<file path="config.mk">
export PLATFORM = sky130hd
export DESIGN_NAME = bru_exe
export DESIGN_NICKNAME = d
export VERILOG_FILES = /design/src/rtl/bru_exe_pkg.sv /design/src/rtl/bru_cmp.sv /design/src/rtl/bru_exe.sv
export SDC_FILE = /design/constraint.sdc
export NUM_CORES = 1
export LEC_CHECK = 0
export ABC_AREA = 1
export ABC_CLOCK_PERIOD_IN_PS = 1300
export CELL_PAD_IN_SITES_DETAIL_PLACEMENT = 0
export CELL_PAD_IN_SITES_GLOBAL_PLACEMENT = 2
export CORE_ASPECT_RATIO = 0.6
export CORE_MARGIN = 2
export CORE_UTILIZATION = 18
export CTS_CLUSTER_SIZE = 10
export DETAILED_ROUTE_END_ITERATION = 8
export PLACE_DENSITY = 0.87
export SYNTH_ARGS = -nofsm -noshare
export SYNTH_HDL_FRONTEND = slang
export SYNTH_SLANG_ARGS = --single-unit
</file>
<file path="constraint.sdc">
create_clock -name CLK -period 1.3 [get_ports CLK]
set_input_delay 0.195 -clock CLK [delete_from_list [all_inputs] [get_ports CLK]]
set_output_delay 0.195 -clock CLK [all_outputs]
set_load 0.02 [all_outputs]
</file>
<file path="src/rtl/bru_exe_pkg.sv">
// Shared widths, opcode bit positions and result payload for the branch execute stage.
// Opcode order must match the issue stage packing: {beq,bne,blt,bge,bltu,bgeu}.
package bru_exe_pkg;

  localparam int unsigned XLEN            = 64;
  localparam int unsigned OPC_W           = 6;
  localparam int unsigned BRU_EXEPARAM_DW = OPC_W + 2 * XLEN;

  localparam int unsigned OPC_BEQ  = 5;
  localparam int unsigned OPC_BNE  = 4;
  localparam int unsigned OPC_BLT  = 3;
  localparam int unsigned OPC_BGE  = 2;
  localparam int unsigned OPC_BLTU = 1;
  localparam int unsigned OPC_BGEU = 0;

  typedef struct packed {
    logic taken;
    logic illegal;
  } bru_res_t;

endpackage

</file>
<file path="src/rtl/bru_cmp.sv">
// Combinational branch condition evaluation on a one-hot opcode.
// A non-one-hot opcode is flagged illegal and never reports taken.
module bru_cmp
  import bru_exe_pkg::*;
(
  input  logic [OPC_W-1:0] opc,
  input  logic [XLEN-1:0]  op1,
  input  logic [XLEN-1:0]  op2,
  output logic             taken,
  output logic             illegal
);

  logic eq;
  logic lt;
  logic ltu;

  always_comb begin
    eq      = (op1 == op2);
    lt      = ($signed(op1) < $signed(op2));
    ltu     = (op1 < op2);
    illegal = ($countones(opc) != 1);
    taken   = 1'b0;
    if (!illegal) begin
      taken = (opc[OPC_BEQ]  &  eq)  |
              (opc[OPC_BNE]  & ~eq)  |
              (opc[OPC_BLT]  &  lt)  |
              (opc[OPC_BGE]  & ~lt)  |
              (opc[OPC_BLTU] &  ltu) |
              (opc[OPC_BGEU] & ~ltu);
    end
  end

endmodule

</file>
<file path="src/rtl/bru_exe.sv">
// Branch execute stage: resolves one branch per cycle into a small result FIFO
// that drains to the branch-resolution consumer and is cleared by bru_flush.
module bru_exe
  import bru_exe_pkg::*;
#(
  parameter int unsigned EXE_DW    = BRU_EXEPARAM_DW,
  parameter int unsigned RES_DEPTH = 2,
  parameter int unsigned RES_AW    = 1
) (
  input  logic              CLK,
  input  logic              RSTn,
  input  logic              bru_exeparam_vaild,
  input  logic [EXE_DW-1:0] bru_exeparam,
  output logic              bru_exeparam_ready,
  input  logic              bru_flush,
  output logic              bru_res_valid,
  output logic              bru_res_taken,
  output logic              bru_res_illegal,
  input  logic              bru_res_ready
);

  localparam int unsigned CNT_W = RES_AW + 1;

  logic [RES_AW-1:0] wp;
  logic [RES_AW-1:0] rp;
  logic [CNT_W-1:0]  count;
  bru_res_t          mem [RES_DEPTH];
  bru_res_t          res_new;
  bru_res_t          head;
  logic              cmp_taken;
  logic              cmp_illegal;
  logic              push;
  logic              pop;

  bru_cmp u_cmp (
    .opc     (bru_exeparam[EXE_DW-1 -: OPC_W]),
    .op1     (bru_exeparam[2*XLEN-1 -: XLEN]),
    .op2     (bru_exeparam[XLEN-1:0]),
    .taken   (cmp_taken),
    .illegal (cmp_illegal)
  );

  // Ready depends on occupancy only, so a full FIFO refuses even when popping.
  assign bru_exeparam_ready = (count != CNT_W'(RES_DEPTH));
  assign bru_res_valid      = (count != '0);
  assign head               = mem[rp];
  assign bru_res_taken      = bru_res_valid & head.taken;
  assign bru_res_illegal    = bru_res_valid & head.illegal;

  assign push    = bru_exeparam_vaild & bru_exeparam_ready & ~bru_flush;
  assign pop     = bru_res_valid & bru_res_ready & ~bru_flush;
  assign res_new = '{taken: cmp_taken, illegal: cmp_illegal};

  always_ff @(posedge CLK or negedge RSTn) begin
    if (!RSTn) begin
      wp    <= '0;
      rp    <= '0;
      count <= '0;
      for (int i = 0; i < RES_DEPTH; i++) begin
        mem[i] <= '0;
      end
    end else if (bru_flush) begin
      wp    <= '0;
      rp    <= '0;
      count <= '0;
    end else begin
      if (push) begin
        mem[wp] <= res_new;
        wp      <= wp + RES_AW'(1);
      end
      if (pop) begin
        rp <= rp + RES_AW'(1);
      end
      case ({push, pop})
        2'b10:   count <= count + CNT_W'(1);
        2'b01:   count <= count - CNT_W'(1);
        default: count <= count;
      endcase
    end
  end

endmodule
</file>
# == After elaboration in Yosys (flattened, before gate mapping) ==
# Index checks and enable logic that the tools add are counted.
# op_classes
bitwise,23
n_reduce_logical,6
eq_ne,5
addsub,9
mux,13
order_cmp,5
# ops
cell,n
$lt 64x64->1,2
$add 32x32->32,2
$eq 64x64->1,1
$ne 32x2->1 const B,1
$and 1x1->1,12
$mux 2,5
$add 1x1->2,3
$reduce_bool 2->1,3
$mux 1,5
$or 1x1->1,5
$bwmux 4,1
$ge 2x2->1 const B,2
$not 1->1,4
$not 1->2,2
$pmux 2 s2,1
$reduce_bool 3->1,1
$add 1x1->1 const B,2
$add 2x1->2 const B,1
$demux 2 s1,1
$eq 2x1->1 const B,1
$eq 2x2->1 const B,1
$lt 2x1->1 const B,1
$ne 2x2->1 const B,1
$reduce_and 2->1,1
other kinds (2),2
# word_totals
regBits,8
word_cells,68

# == Logic depth before layout (Yosys ltp) ==
# logic_depth
depth_word,10
ltp_mapped,20

# == Hierarchy ==
# A second synthesis with hierarchy kept.
# unflattened
cells_unflattened,372
hier_area_um2,2351.0
# modules_own_cells
module,cells_each,n_inst,area_per_inst_um2,seq_area_each_um2
bru_cmp,312,1,1903.1,0.0
bru_exe,60,1,447.9,200.2

# == Worst setup path before layout ==
# No wires, ideal clock.
# synth_timing
path_type,input to register
from,input port bru_exeparam[23]
to,register mem[3] (netlist name)
cell_stages,15
arrival_ns,1.548
setup_ns,0.116
t_required_ns,1.184
setup_slack_ns,-0.364
path_cell_list,inv_1 > ha_1 > nand2_1 > nor2_2 > nand4_1 > nor3b_1 > nand2_1 > nor2_1 > nor2_1 > nor2_1 > nand2_1 > nor2_1 > nand3_1 > nand2_1 > nand2_1
# synth_via
elab_chain_cells,10
# synth_lines
item,line,source
start: declaration,bru_exe.sv:13,"input logic [EXE_DW-1:0] bru_exeparam,"
branches (longest 7 deep; another with $lt 64x64->1),-,
$or 1x1->1 *,bru_cmp.sv:28,(opc[OPC_BLTU] & ltu) |
$mux 1 *,bru_cmp.sv:23,if (!illegal) begin
$bwmux 4 *,bru_exe.sv:68,mem[wp] <= res_new;
end signal: indexed assignment,bru_exe.sv:68,
end: declaration,bru_exe.sv:27,bru_res_t mem [RES_DEPTH];
# Every way passes the cells marked *.
# A chain may end at the register's enable or synchronous reset.

# == Worst setup path after layout ==
# layout_timing
from,input port bru_exeparam[21]
to,register mem[1] (netlist name)
# Same word-level chain as after synthesis.

==> results.toml <==
[run_status]
status = "finished, violations left"
violations = "negative setup slack"

[global_routing]
grt_first_pass_wirelength_um = 13800
gr-total-overflow = 0
use_met1_pct = 15.6
grt_usage_pct = 12.0
antenna_found_initial = 0
grt_pass1_vias = 3083
use_met3_pct = 1.89
grt_max_degree = 9
grt_use_met2_pct = 21.2
grt_busiest_layer = "met2"

[worst_setup_path]
worstSetupPathType = "input pin to flop"
r2r_slack_ns = -0.09
crit_fanout = 5
endpoint_kind = "flop"
crit_arrival_ns = 1.89
crit_top_cell = "nand2_1"
cp-start-kind = "input pin"
worstPathRequired_ns = 1.42
crit_chain = "buf_8 > inv_4 > ha_4 > nand2_4 > nor2_4 > nand4_1 > nor3b_4 > buf_4 > nand2_2 > nand2_2 > nand2_4 > nand3_2 > nand2_1 > nor2_1 > nand3_2 > nand2_1 > nand2_1"
cp_slowest_cell = "ha_4"
slowest_delay_ns = 0.27

[yosys]
syn_area_um2 = 2310
ys_top_cells_by_area = "ha_1 37%, inv_1 16%, nand2_1 14%, dfrtp_1 8.7%, a21oi_1 7.8%"
yosysTopAreaCell = "ha_1"
syn_inst = 365
synth.avg_cell_area_um2 = 6.33
syn-num-nets = 574
yosysUniqueCellTypes = 21
synth_top_area_share_pct = 36.8
yosysSeqAreaShare_pct = 8.66
yosysWarningCount = 0
synth-seq-cells = 8

[floorplan]
top_level_ports = 143
fp.dieH_um = 91.8
core-area_um2 = 12700
start_util_pct = 18.2
rows = 32
die_width_um = 150
die-area_um2 = 13800

[sta]
drv_slew = 0
min_period_ns = 1.77
skew_ns = 0.00146
max_clock_freq_mhz = 564
setup_violations = 7
slew_headroom_pct = 73.2
setup_ws_ns = -0.473
rsz0062_at_grt = "true"
final-hold-violation-count = 0
final.period_utilization_pct = 136
finalSetupTns_ns = -1.55
worst_pin_slew_ns = 0.400

[min_path]
hold_class = "input pin to asynchronous set/reset pin"

[clocking]
cts_sinks = 8
cts_buffer_depth = 2
cts_tree = "done"
clkTransAtPathRegs_ns = 0.04
cts-htree-levels = 1
worst_skew_pair.late_latency_ns = 0.23
cts_buffers = 3
cts-root-buf = "clkbuf_16"

[routing]
drtPass1Iterations = 4
drc = 0
ant_nets = 0
drt-total-wl_um = 8170
post_drt_wl_per_cell_um = 11.5
drt_iter0_markers = 40
num_vias = 2839
drt-vias-per-instance = 3.99

[placement]
dp_hpwl_um = 6650
dpl.cell_count = 696
io_buffers = 142
gp_congestion = 0.749

[pwr]
power.density_nw_per_um2 = 604
leakagePower_nw = 2.45
ir_worst_vdd_uv = 342

[finish]
syn2layout_area_growth_pct = 120
nets = 752
stdcell_count = 711
n_antenna_cell = 0
drive_gt1_share_pct = 45.8

[flow_run]
drv_cap = 0
-- routing by layer --
metal / part of all wire (%) / vias up
li1: - / 1505
met1: 47 / 1260
met2: 47 / 70
met3: 6.0 / 4
met4: 0.38 / 0
met5: 0 / -
-- state kept, by name (all words and copies together) (netlist names) --
register	flops
wp	1
rp	1
mem	4
count	2
-- synth_stat cells (all sizes together) --
cell,instances
a21o,1
a21oi,36
and2b,1
dfrtp,8
fa,2
ha,68
inv,97
nand2,88
nand3,10
nand3b,1
nand4,6
nor2,26
nor3,4
nor3b,1
o21a,4
o21ai,11
o21bai,1
-- cells in the final DEF, fill, tap and decap left out, types with 4 or more instances in the layout --
cell / synthesis / layout
nand2_1: 86 / 60
nor2_1: 25 / 10
inv_2: 0 / 50
buf_2: 0 / 17
clkdlybuf4s50_1: 0 / 4
o21ai_1: 0 / 5
ha_4: 0 / 49
clkdlybuf4s15_1: 0 / 50
dfrtp_1: 8 / 8
buf_6: 0 / 15
nor2_2: 1 / 8
nand4_1: 5 / 5
o21a_1: 4 / 4
clkdlybuf4s15_2: 0 / 4
nand2_4: 0 / 9
a21oi_1: 36 / 21
nand2_2: 2 / 19
ha_1: 68 / 17
nand3_1: 10 / 7
inv_1: 97 / 43
nor2_4: 0 / 8
o21ai_0: 11 / 4
dlygate4sd2_1: 0 / 50
buf_4: 0 / 30
a21oi_2: 0 / 14
inv_4: 0 / 4
-- stage by stage --
step / total power, mW / util (%) / instance area (µm²) / setup WS (ns) / hold slack (ns)
2_1_floorplan: 1.17 / - / 2440 / -0.332 / -0.101
3_3_place_gp: 2.11 / 33.3 / 4220 / -1.15 / 0.511
3_5_place_dp: 2.15 / 33.3 / 4220 / -1.14 / 0.514
4_1_cts: 2.98 / 39.2 / 4980 / -0.440 / 0.273
5_1_grt: 3.37 / 40.1 / 5090 / -0.626 / 0.288
6_report: 3.07 / 40.1 / 5090 / -0.473 / 0.263
-- kinds of logic after synthesis --
group                      after synthesis  share of synthesized area (%)
DFF                                      8                           8.66
adders and majority gates               70                           38.5
and+or+nand+nor                        137                           24.9
buffers and inverters                   97                           15.7
AOI/OAI and AO/OA                       53                           12.1
-- final cells by class --
cell class              count  area, µm²
well taps                 170        213
flip-flops and latches      8        200
repair buffers            173       1550
fillers                  1282       7600
multi-input cells         260       2680
clock buffers               3       75.1
inverters                  97        374
-- power by group --
group | switching [mW] | internal, mW | total, mW
logic | 0.997 | 1.15 | 2.15
registers | 0.0725 | 0.345 | 0.417
clock network | 0.111 | 0.396 | 0.507
-- path summary, 6_finish.rpt --
check                                        from  cells after the start       end
worst max-delay path             bru_exeparam[21]                     17    mem[1]
worst min-delay path                         RSTn                      1        wp
worst max register to register           count[0]                      9    mem[3]
max in group asynchronous                    RSTn                      1  count[1]
worst min register to register                 wp                      2        wp
min in group CLK                bru_exeparam[131]                      5    mem[3]
-- repair_timing --
| action | CTS | global route |
|---|---|---|
| buffers inserted | 10 | 2 |
| hold buffers | 0 | 0 |
| resized for setup | 471 | 30 |
| setup endpoints to repair | 11 | 11 |
| pin swaps | 158 | 34 |
-- critical path: cells and delay by family --
family	cells	cell delay [ns]
adder cells (fa/ha/maj)	1	0.27
buffers and inverters	3	0.24
AND/OR/NAND/NOR	13	1.19
Power figures use the tool's default switching activity.
